$ cat config.mk
export PLATFORM = sky130hd
export DESIGN_NAME = ble4_cfg_ctrl
export DESIGN_NICKNAME = d
export VERILOG_FILES = /design/src/rtl/ble4_cfg_ctrl.sv
export SDC_FILE = /design/constraint.sdc
export NUM_CORES = 1
export LEC_CHECK = 0
export ABC_AREA = 1
export ABC_CLOCK_PERIOD_IN_PS = 2250
export BUFFER_PORTS_ARGS = -buffer_cell sky130_fd_sc_hd__buf_4
export CAP_MARGIN = 20
export CORE_MARGIN = 2
export CORE_UTILIZATION = 50
export DETAILED_ROUTE_END_ITERATION = 8
export GPL_ROUTABILITY_DRIVEN = 0
export GPL_TIMING_DRIVEN = 0
export HOLD_SLACK_MARGIN = 0.15
export MAX_ROUTING_LAYER = met4
export PLACE_DENSITY = 0.7
export RECOVER_POWER = 100
export SYNTH_ARGS = -nofsm -noshare
export SYNTH_HDL_FRONTEND = slang
export SYNTH_SLANG_ARGS = --single-unit
$ cat constraint.sdc
create_clock -name clk -period 2.25 [get_ports clk]
set_input_delay 0.225 -clock clk [delete_from_list [all_inputs] [get_ports clk]]
set_output_delay 0.225 -clock clk [all_outputs]
set_load 0.02 [all_outputs]
$ cat src/rtl/ble4_cfg_ctrl.sv
// Configuration sequencer for NUM_BLE ble4 tiles: turns a valid/ready bitstream into
// one-cycle enable/address/data_in write strobes, LUT bits first then output-mux bits per BLE.
module ble4_cfg_ctrl #(
  parameter int NUM_BLE     = 4,
  parameter int LUT_BITS    = 16,
  parameter int MUX_BITS    = 3,
  parameter int TIMEOUT_CYC = 255,
  localparam int SEL_W      = (NUM_BLE > 1) ? $clog2(NUM_BLE) : 1,
  localparam int TO_W       = (TIMEOUT_CYC > 0) ? $clog2(TIMEOUT_CYC + 1) : 1
) (
  input  logic             clk,
  input  logic             reset,
  input  logic             cfg_start,
  input  logic             cfg_abort,
  input  logic             bit_valid,
  input  logic             bit_data,
  output logic             bit_ready,
  output logic             cfg_enable,
  output logic [0:4]       cfg_address,
  output logic             cfg_data_in,
  output logic [SEL_W-1:0] ble_sel,
  output logic             cfg_busy,
  output logic             cfg_done,
  output logic             cfg_err
);

  typedef enum logic [1:0] {
    S_IDLE,
    S_LOAD_LUT,
    S_LOAD_MUX,
    S_FINISH
  } state_e;

  localparam logic [3:0]       LUT_LAST = 4'(LUT_BITS - 1);
  localparam logic [3:0]       MUX_LAST = 4'(MUX_BITS - 1);
  localparam logic [SEL_W-1:0] BLE_LAST = SEL_W'(NUM_BLE - 1);
  localparam logic [TO_W-1:0]  TO_LIMIT = TO_W'(TIMEOUT_CYC);

  state_e           state_q, state_d;
  logic [3:0]       bit_cnt_q, bit_cnt_d;
  logic [SEL_W-1:0] ble_idx_q, ble_idx_d;
  logic [SEL_W-1:0] ble_sel_q, ble_sel_d;
  logic [TO_W-1:0]  idle_cnt_q, idle_cnt_d;
  logic [TO_W-1:0]  idle_inc;
  logic             enable_q, enable_d;
  logic [4:0]       address_q, address_d;
  logic             data_q, data_d;
  logic             done_q, done_d;
  logic             err_q, err_d;
  logic             xfer;

  // State register: every flop, including the strobe, clears asynchronously.
  // NOTE: sequential state uses non-blocking (<=) so all flops update from pre-edge values.
  always_ff @(posedge clk or negedge reset) begin
    if (!reset) begin
      state_q    <= S_IDLE;
      bit_cnt_q  <= '0;
      ble_idx_q  <= '0;
      ble_sel_q  <= '0;
      idle_cnt_q <= '0;
      enable_q   <= 1'b0;
      address_q  <= '0;
      data_q     <= 1'b0;
      done_q     <= 1'b0;
      err_q      <= 1'b0;
    end else begin
      state_q    <= state_d;
      bit_cnt_q  <= bit_cnt_d;
      ble_idx_q  <= ble_idx_d;
      ble_sel_q  <= ble_sel_d;
      idle_cnt_q <= idle_cnt_d;
      enable_q   <= enable_d;
      address_q  <= address_d;
      data_q     <= data_d;
      done_q     <= done_d;
      err_q      <= err_d;
    end
  end

  assign xfer     = bit_valid & bit_ready;
  assign idle_inc = (idle_cnt_q == TO_LIMIT) ? idle_cnt_q : idle_cnt_q + TO_W'(1);

  // Next-state logic.
  // NOTE: every variable gets a default at the top so no path can infer a latch.
  always_comb begin
    state_d    = state_q;
    bit_cnt_d  = bit_cnt_q;
    ble_idx_d  = ble_idx_q;
    ble_sel_d  = ble_sel_q;
    idle_cnt_d = idle_cnt_q;
    enable_d   = 1'b0;
    address_d  = address_q;
    data_d     = data_q;
    done_d     = 1'b0;
    err_d      = err_q;

    unique case (state_q)
      S_IDLE: begin
        if (cfg_start && !cfg_abort) begin
          state_d    = S_LOAD_LUT;
          bit_cnt_d  = '0;
          ble_idx_d  = '0;
          ble_sel_d  = '0;
          idle_cnt_d = '0;
          err_d      = 1'b0;
        end
      end

      S_LOAD_LUT, S_LOAD_MUX: begin
        if (cfg_abort) begin
          state_d    = S_IDLE;
          bit_cnt_d  = '0;
          ble_idx_d  = '0;
          ble_sel_d  = '0;
          idle_cnt_d = '0;
        end else if (xfer) begin
          // ble_sel tracks the BLE of the strobe, not the BLE the counters point at next.
          enable_d   = 1'b1;
          data_d     = bit_data;
          ble_sel_d  = ble_idx_q;
          idle_cnt_d = '0;
          if (state_q == S_LOAD_LUT) begin
            address_d = {bit_cnt_q, 1'b0};
            if (bit_cnt_q == LUT_LAST) begin
              bit_cnt_d = '0;
              state_d   = S_LOAD_MUX;
            end else begin
              bit_cnt_d = bit_cnt_q + 4'd1;
            end
          end else begin
            address_d = {bit_cnt_q[1:0], 3'b001};
            if (bit_cnt_q == MUX_LAST) begin
              bit_cnt_d = '0;
              if (ble_idx_q == BLE_LAST) begin
                state_d = S_FINISH;
              end else begin
                ble_idx_d = ble_idx_q + SEL_W'(1);
                state_d   = S_LOAD_LUT;
              end
            end else begin
              bit_cnt_d = bit_cnt_q + 4'd1;
            end
          end
        end else if (TIMEOUT_CYC != 0) begin
          idle_cnt_d = idle_inc;
          if (idle_inc == TO_LIMIT) begin
            state_d   = S_IDLE;
            err_d     = 1'b1;
            bit_cnt_d = '0;
            ble_idx_d = '0;
            ble_sel_d = '0;
          end
        end
      end

      S_FINISH: begin
        state_d   = S_IDLE;
        done_d    = 1'b1;
        ble_idx_d = '0;
      end
    endcase
  end

  // Output logic.
  always_comb begin
    bit_ready   = ((state_q == S_LOAD_LUT) || (state_q == S_LOAD_MUX)) && !cfg_abort;
    cfg_busy    = (state_q != S_IDLE);
    cfg_enable  = enable_q;
    cfg_address = address_q;
    cfg_data_in = data_q;
    ble_sel     = ble_sel_q;
    cfg_done    = done_q;
    cfg_err     = err_q;
  end

endmodule

Word-level counts from Yosys, hierarchy flattened
Cells that the tools add are included.

storage, ports and cells
  bits in registers = 27
  input bits = 6
  output and inout port bits = 13
  word-level logic and storage cells = 89

operators by class
  $add $sub $neg = 3
  equality and inequality tests = 18
  multiplexer cells = 42
  bitwise logic cells = 2
  reduce and logical (&&, ||, !) cells = 14

operators by type and width
  operator                                       number
  two-way mux 2 bit                              16
  two-way mux 8 bit                              4
  two-way mux 4 bit                              7
  == test 8 bit, second input constant           2
  != test 4 bit, second input constant           4
  case mux 8 bit (2 select lines)                1
  case mux 2 bit (3 select lines)                2
  != test 5 bit, second input constant           2
  AND reduction 5 bit                            2
  adder 8 x 1 -> 8 bit, second input constant    1
  two-way mux 1 bit                              8
  != test 2 bit, second input constant           4
  case mux 4 bit (2 select lines)                1
  == test 2 bit, second input constant           3
  AND reduction 3 bit                            2
  two-way mux 5 bit                              1
  adder 4 x 1 -> 4 bit, second input constant    1
  == test 4 x 2 -> 1 bit, second input constant  1
  == test 4 bit, second input constant           1
  case mux 2 bit (2 select lines)                1
  AND reduction 4 bit                            1
  nonzero test 2 bit                             2
  adder 2 x 1 -> 2 bit, second input constant    1
  == test 2 x 1 -> 1 bit, second input constant  1
  other kinds (9)                                10

Depth between registers and ports, before layout
Gate-level depths: netlist of run 1.

  word-level depth = 7
  depth in mapped cells = 14
  mapped depth without buffers = 13

Worst setup path before layout of run 1
Ideal clock, no wire load.

  path type = reg2reg
  from = reg state_q[0]
  to = reg bit_cnt_q[1]
  setup time = 0.074 ns
  arrival time = 1.866 ns
  data required time = 2.176 ns
  slack = 0.310 ns
  cell stages (with the launch flop) = 12
  buffers on the path = 0
  clock period less this slack = 1.940 ns
  cell sequence = dfrtp_1 -> inv_1 -> ha_1 -> inv_2 -> nor2_4 -> nand2_2 -> inv_4 -> nand2_1 -> a21oi_2 -> inv_1 -> or2_2 -> o21ai_2

between the ends
  cells in the longest elaborated chain, start to end = 7
  elaborated cells on any way between the ends = 15
  classes of those cells = 4 x eq/ne; 4 x mux; 1 x bitwise; 6 x reduce/logical

RTL lines
  element                                                         line  source
  start: declaration                                              39    state_e state_q, state_d;
  start signal: assignment                                        67    state_q <= state_d;
  == test 2 x 1 -> 1 bit / == test 2 bit (equally long branches)  166   bit_ready = ((state_q == S_LOAD_LUT) || (state_q == S_LOAD_MUX)) && !cfg_abort;
  logical OR 1 bit (*)                                            166
  logical AND 1 bit (*)                                           166
  net bit_ready                                                   17    output logic bit_ready,
  AND 1 bit (*)                                                   80    assign xfer = bit_valid & bit_ready;
  two-way mux 4 bit                                               116   end else if (xfer) begin
  two-way mux 4 bit                                               110   if (cfg_abort) begin
  case mux 4 bit (2 select lines)                                 97    unique case (state_q)
  end signal: assignment                                          68    bit_cnt_q <= bit_cnt_d;
  end: declaration                                                40    logic [3:0] bit_cnt_q, bit_cnt_d;

Mark *: on every way through the listed nets, which the timed path passes. The rest lies on a longest branch.
A chain may end at the register's enable or synchronous reset.

Worst setup path after layout of run 1
  from = reg state_q[0]
  to = reg bit_cnt_q[1]

between the ends
  cells in the longest elaborated chain, start to end = 7
  elaborated cells on any way between the ends = 15
  classes of those cells = 4 x eq/ne; 4 x mux; 1 x bitwise; 6 x reduce/logical

RTL lines
  element                                                         line
  == test 2 x 1 -> 1 bit / == test 2 bit (equally long branches)  97, 122, 166
  logical OR 1 bit                                                166
  logical AND 1 bit                                               166
  AND 1 bit                                                       80
  two-way mux 4 bit                                               116
  two-way mux 4 bit                                               110
  case mux 4 bit (2 select lines)                                 97

Several ways; a longest one is shown, not always the timed one.

==> flow_summary.toml, run 1 <==
[setup_path]
cp_cell_sequence = "inv_1 -> ha_1 -> inv_2 -> nor2_4 -> nand2_2 -> inv_4 -> nand2_1 -> a21oi_2 -> inv_1 -> or2_2 -> o21ai_1"
cp_slowest_stage_delay_ns = 0.43
r2r_cells = 11
critPathLaunchType = "flop"
arrival_ns = 2.39
cp-end-kind = "flop"
r2r_slack_ns = 0.11
worst_r2r_endpoint = "bit_cnt_q[1]$_DFFE_PN0P_"
critPathBufInv = 4
critPathSlowestCell = "dfrtp_1"
worstSetupPathType = "flop to flop"
cp_max_fo = 8
path_common_cell = "inv_1"
worst_path_dominant_cell_family = "simple AND/OR/NAND/NOR gates"
reg2reg_from = "state_q[0]$_DFFE_PN0P_"
crit_required_ns = 2.50

[yosys]
synth-seq-cells = 27
netlist.top_cell.by_area = "dfrtp_1"
syn_avg_cell_area_um2 = 7.83
ys_warn_count = 0
synthTopCellsByArea = "dfrtp_1 (42%), nand2_1 (15%), ha_1 (6.2%), inv_1 (5.6%), o21ai_0 (5.0%)"
synth_top_area_share_pct = 41.9
ys_types = 27
synthCells = 206
synth_area_um2 = 1610
yosysSeqAreaShare_pct = 41.9
synth_nets = 220

[grt]
antenna_found_initial = 0
grt_pass1_wl_um = 5860
grt_max_degree = 28
grt_pass1_vias = 1371
globalRouteOverflowTotal = 0
grt_util_all_layers_pct = 21.2

[routing]
detail-route-antenna-nets = 0
firstDrtPassIters = 4
drt_iter0_markers = 78
wl_per_cell_um = 12.2
vias = 1408
detail_route.vias_per_cell = 5.08
drt-total-wl_um = 3390
drcViolationCount = 0

[worst_hold_path]
min_to = "cfg_err$_DFFE_PN0P_"
hold_depth = 4
min_from = "cfg_start"
hold_path_class = "input port to flop"

[place]
dp.cells = 268
dp_hpwl_um = 2530
io_buffers = 18

[floorplanning]
start_util_pct = 52.8
dieWidth_um = 60.8
boundaryPins = 19
rows = 20
dieArea_um2 = 3700
core_um2 = 3050
die_h_um = 60.8

[status]
status = "completed"

[timing]
tns_ns = 0
period_minus_slack_ns = 2.14
fin_skew_ns = 0.0178
drv_slew = 0
rsz0062_at_grt = "no"
period_share_pct = 95.1
timing_hold_violations_final = 0
finalSetupViolations = 0
relSlewSlack_pct = 2.20
worst-slew-pin-transition_ns = 1.47
whs_ns = 0.279
fmax_mhz = 467

[clock_tree]
cts.path.max_buffers = 2
clk_pin_slew_worst_paths_ns = 0.16
clock-sinks = 27
cts_made_buffers = 3
cts_tree = "built"
insertion_delay_ns = 0.32
htreeDepth = 1
cts-root-buf = "clkbuf_4"
post_cts_resized = 0

[final_layout]
stdcell_count = 277
area_delta_synth_final_pct = 12.0
finish.net_count = 248
antenna_cells = 0
drive_gt1_share_pct = 14.6

[pwr]
power_density_nw_per_um2 = 899
totalPowerFinal_w = 0.00162
ir_drop_mv = 0.525
p_leak_nw = 0.871

[job]
maxCapViolations = 0
[report_power, final]
group / internal, W / switching [W] / leakage [nW]
combinational: 0.000245 / 0.000521 / 0.488
clock: 0.0000692 / 0.000143 / 0.0150
sequential: 0.000574 / 0.0000715 / 0.368
[sequential cells by signal, summed over array words and instances (netlist names)]
signal	cells
cfg_address	5
bit_cnt_q	4
state_q	2
idle_cnt_q	8
ble_sel	2
cfg_done	1
cfg_err	1
ble_idx_q	2
cfg_data_in	1
cfg_enable	1
[cell usage after synthesis, drive strengths merged]
master,n
inv,27
a21oi,4
a211oi,2
dfrtp,27
nand3,12
or2,2
xnor2,1
nor3,1
buf,2
o21ai,23
o31ai,1
ha,8
nor2,14
o211ai,1
nand2,75
nand4,3
clkbuf,1
xor2,1
o22ai,1
[worst max path at each step]
stage	start	to	depth (start not counted)
6_report	state_q[0]$_DFFE_PN0P_	bit_cnt_q[1]$_DFFE_PN0P_	11
5_1_grt	state_q[0]$_DFFE_PN0P_	bit_cnt_q[1]$_DFFE_PN0P_	11
4_1_cts	state_q[0]$_DFFE_PN0P_	bit_cnt_q[1]$_DFFE_PN0P_	11
3_5_place_dp	state_q[0]$_DFFE_PN0P_	bit_cnt_q[1]$_DFFE_PN0P_	11
3_3_place_gp	state_q[0]$_DFFE_PN0P_	bit_cnt_q[1]$_DFFE_PN0P_	11
2_1_floorplan	state_q[0]$_DFFE_PN0P_	bit_cnt_q[1]$_DFFE_PN0P_	11
[cell type report]
type	instances	area, µm²
clock buffer	4	26.3
fill	318	1250
inverter	27	104
tap	44	55.1
multi-input combinational	149	795
sequential	27	676
timing repair buffer	23	125
buffer	3	26.3
[tightest hold or removal path: cells and delay by family]
kind                   cells  cell delay [ns]
AOI/OAI and AO/OA          1             0.11
buffers and inverters      1             0.11
and+or+nand+nor            2             0.13
[per-layer routing]
metal	vias to the layer above	share of wire [%]	GRT usage, %
met5	-	0	-
met4	0	1.1	4.35
met3	8	2.7	1.92
met2	26	51	36.7
met1	664	45	27.2
li1	710	-	-
[cell families (layout without fill, tap and decap cells)]
logic type / after synthesis / after routing / share of synthesized area (%)
and+or+nand+nor: 107 / 107 / 30.3
AOI/OAI and AO/OA: 32 / 32 / 12.5
buffers and inverters: 30 / 57 / 8.07
DFF: 27 / 27 / 41.9
adders and majority gates: 8 / 8 / 6.21
xor gates and xnor gates: 2 / 2 / 1.09
[repair_timing]
action / 4_1_cts / 5_1_grt
hold buffers: 2 / 0
setup endpoints to repair: 0 / 1
endpoints found under the hold margin: 28 / 0
buffers inserted: 0 / 3
[through the flow]
| stage | util [%] | instance area, µm² | setup WS [ns] |
|---|---|---|---|
| floorplan | - | 1610 | 0.310 |
| global placement | 59.1 | 1800 | 0.213 |
| detailed placement | 59.1 | 1800 | 0.178 |
| CTS | 60.6 | 1850 | 0.131 |
| global route | 59.2 | 1810 | 0.00775 |
| finish | 59.2 | 1810 | 0.110 |
[cells in the final DEF (no fill, tap or decap), types with 4 or more instances in the layout]
cell and count:
nand3_1 12, clkbuf_1 16, nand2_1 67, o21ai_0 16, ha_1 8, buf_4 6, nand2_2 5, nor2_1 11
dfrtp_1 27, inv_1 24, clkbuf_4 4, o21ai_2 5
Power figures use the tool's default switching activity.
==> run 2, diff against run 1 <==
==> constraint.sdc (replaced) <==
create_clock -name clk -period 2.25 [get_ports clk]
set_input_delay 0.225 -clock clk [delete_from_list [all_inputs] [get_ports clk]]
set_output_delay 0.225 -clock clk [all_outputs]
set_load 0.005 [all_outputs]
==> run 2 against run 1 <==
Compared with the run above:
- clock-buffer cell count did not move
- final area rose by 2.7%
- setup slack got worse by 0.012 ns
- critical path depth did not move
- register-to-register slack barely moved
- power fell by 2.1%
==> flow_summary.toml, run 2 (synthesis gave the netlist of run 1 again) <==
[setup_path]
path_common_cell = "inv_1"
worst_path_dominant_cell_family = "simple AND/OR/NAND/NOR gates"
crit_required_ns = 2.50
critPathLaunchType = "flop"
cp_cell_sequence = "inv_1 -> ha_1 -> inv_2 -> nor2_4 -> nand2_2 -> inv_4 -> nand2_1 -> a21oi_2 -> inv_1 -> or2_2 -> o21ai_1"
worstSetupPathType = "flop to flop"
arrival_ns = 2.40
cp-end-kind = "flop"
cp_slowest_stage_delay_ns = 0.43
critPathBufInv = 4
critPathSlowestCell = "dfrtp_1"
cp_max_fo = 8

[timing]
drv_slew = 0
period_share_pct = 95.7
worst-slew-pin-transition_ns = 1.47
timing_hold_violations_final = 0
period_minus_slack_ns = 2.15
relSlewSlack_pct = 1.81
fin_skew_ns = 0.0173
tns_ns = 0
rsz0062_at_grt = "no"
fmax_mhz = 465
whs_ns = 0.280
finalSetupViolations = 0

[final_layout]
stdcell_count = 277
finish.net_count = 248
nFillCells = 301
final_cell_mix = "nand2_1 (67), dfrtp_1 (27), inv_1 (24)"
drive_gt1_share_pct = 20.2
seqCellArea_um2 = 676
antenna_cells = 0
top_register = "idle_cnt_q"
postLayoutCoreUtil_pct = 60.8
multi_input_area_um2 = 795
final_common_cell = "nand2_1"
area_delta_synth_final_pct = 15.1
largest_reg_flops = 8

[routing]
firstDrtPassIters = 4
wl_per_cell_um = 12.2
drcViolationCount = 0
vias = 1415
detail_route.vias_per_cell = 5.11
drt-total-wl_um = 3380
detail-route-antenna-nets = 0
drt_iter0_markers = 48

[clock_tree]
clk_pin_slew_worst_paths_ns = 0.16
cts-root-buf = "clkbuf_4"
cts_made_buffers = 3
cts_tree = "built"
htreeDepth = 1
insertion_delay_ns = 0.32
clock-sinks = 27
cts.path.max_buffers = 2

[grt]
grt_util_all_layers_pct = 21.2
grt_pass1_wl_um = 5860
globalRouteOverflowTotal = 0
grtUsageMet2_pct = 36.7
grt_max_degree = 28
met3_usage_pct = 1.92
use_met1_pct = 27.2
grt-busiest-layer = "met2"
grt_pass1_vias = 1371
antenna_found_initial = 0

[floorplanning]
boundaryPins = 19
die_h_um = 60.8
core_um2 = 3050
rows = 20
dieWidth_um = 60.8
start_util_pct = 52.8
dieArea_um2 = 3700

[status]
status = "completed"

[pwr]
power_density_nw_per_um2 = 857
ir_drop_mv = 0.523
p_leak_nw = 0.919
totalPowerFinal_w = 0.00159

[job]
maxCapViolations = 0

[place]
dp_hpwl_um = 2530
io_buffers = 18
dp.cells = 268

[worst_hold_path]
hold_path_class = "input port to flop"
## run 2: cell types whose count changed in the layout (fill, tap and decap cells not counted)
cell      change
buf_4         +1
clkbuf_1     -13
clkbuf_4     +12
## run 2: worst paths after layout
path,startpoint,end,slack [ns],cells past startpoint
setup / recovery,state_q[0]$_DFFE_PN0P_,bit_cnt_q[1]$_DFFE_PN0P_,0.1,11
hold / removal,cfg_start,cfg_err$_DFFE_PN0P_,0.28,4
setup reg to reg,state_q[0]$_DFFE_PN0P_,bit_cnt_q[1]$_DFFE_PN0P_,0.1,11
hold reg to reg,cfg_address[3]$_DFFE_PN0P_,cfg_address[3]$_DFFE_PN0P_,0.50,2
max in group asynchronous,reset,idle_cnt_q[4]$_DFFE_PN0P_,0.62,2
min in group asynchronous,reset,cfg_err$_DFFE_PN0P_,0.77,2
## run 2: cell type report
| cell class | count | share of cell area [%] |
|---|---|---|
| Buffer | 3 | 1.42 |
| Inverter | 27 | 5.60 |
| Tap cell | 44 | 2.97 |
| Timing Repair Buffer | 23 | 9.37 |
| Sequential cell | 27 | 36.4 |
| Multi-Input combinational cell | 149 | 42.8 |
| Clock buffer | 4 | 1.42 |
## run 2: timing repair
item,4_1_cts,5_1_grt
hold buffers,2,0
endpoints found under the hold margin,28,0
gates resized for setup,0,0
setup buffers,0,3
setup endpoints to repair,0,1
## run 2: power breakdown
group | switching (W) | internal (W)
Sequential | 0.0000716 | 0.000574
Combinational | 0.000446 | 0.000287
Clock | 0.000143 | 0.0000692
## run 2: stage by stage
stage	worst slack [ns]	cell area, µm²
after detailed placement	0.178	1800
after floorplan	0.405	1610
final	0.0975	1860
after global routing	0.00647	1860
after CTS	0.131	1850
after global placement	0.213	1800
## run 2: worst min-delay path: stages
cell and delay, ns:
buf_4 0.11, nand2_1 0.07, nor3_1 0.06, a21oi_1 0.11
## run 2: metal layers
metal,routed length [µm],vias up
met1,1520,677
met5,0,-
met3,73,6
met4,31,0
li1,-,710
met2,1750,22
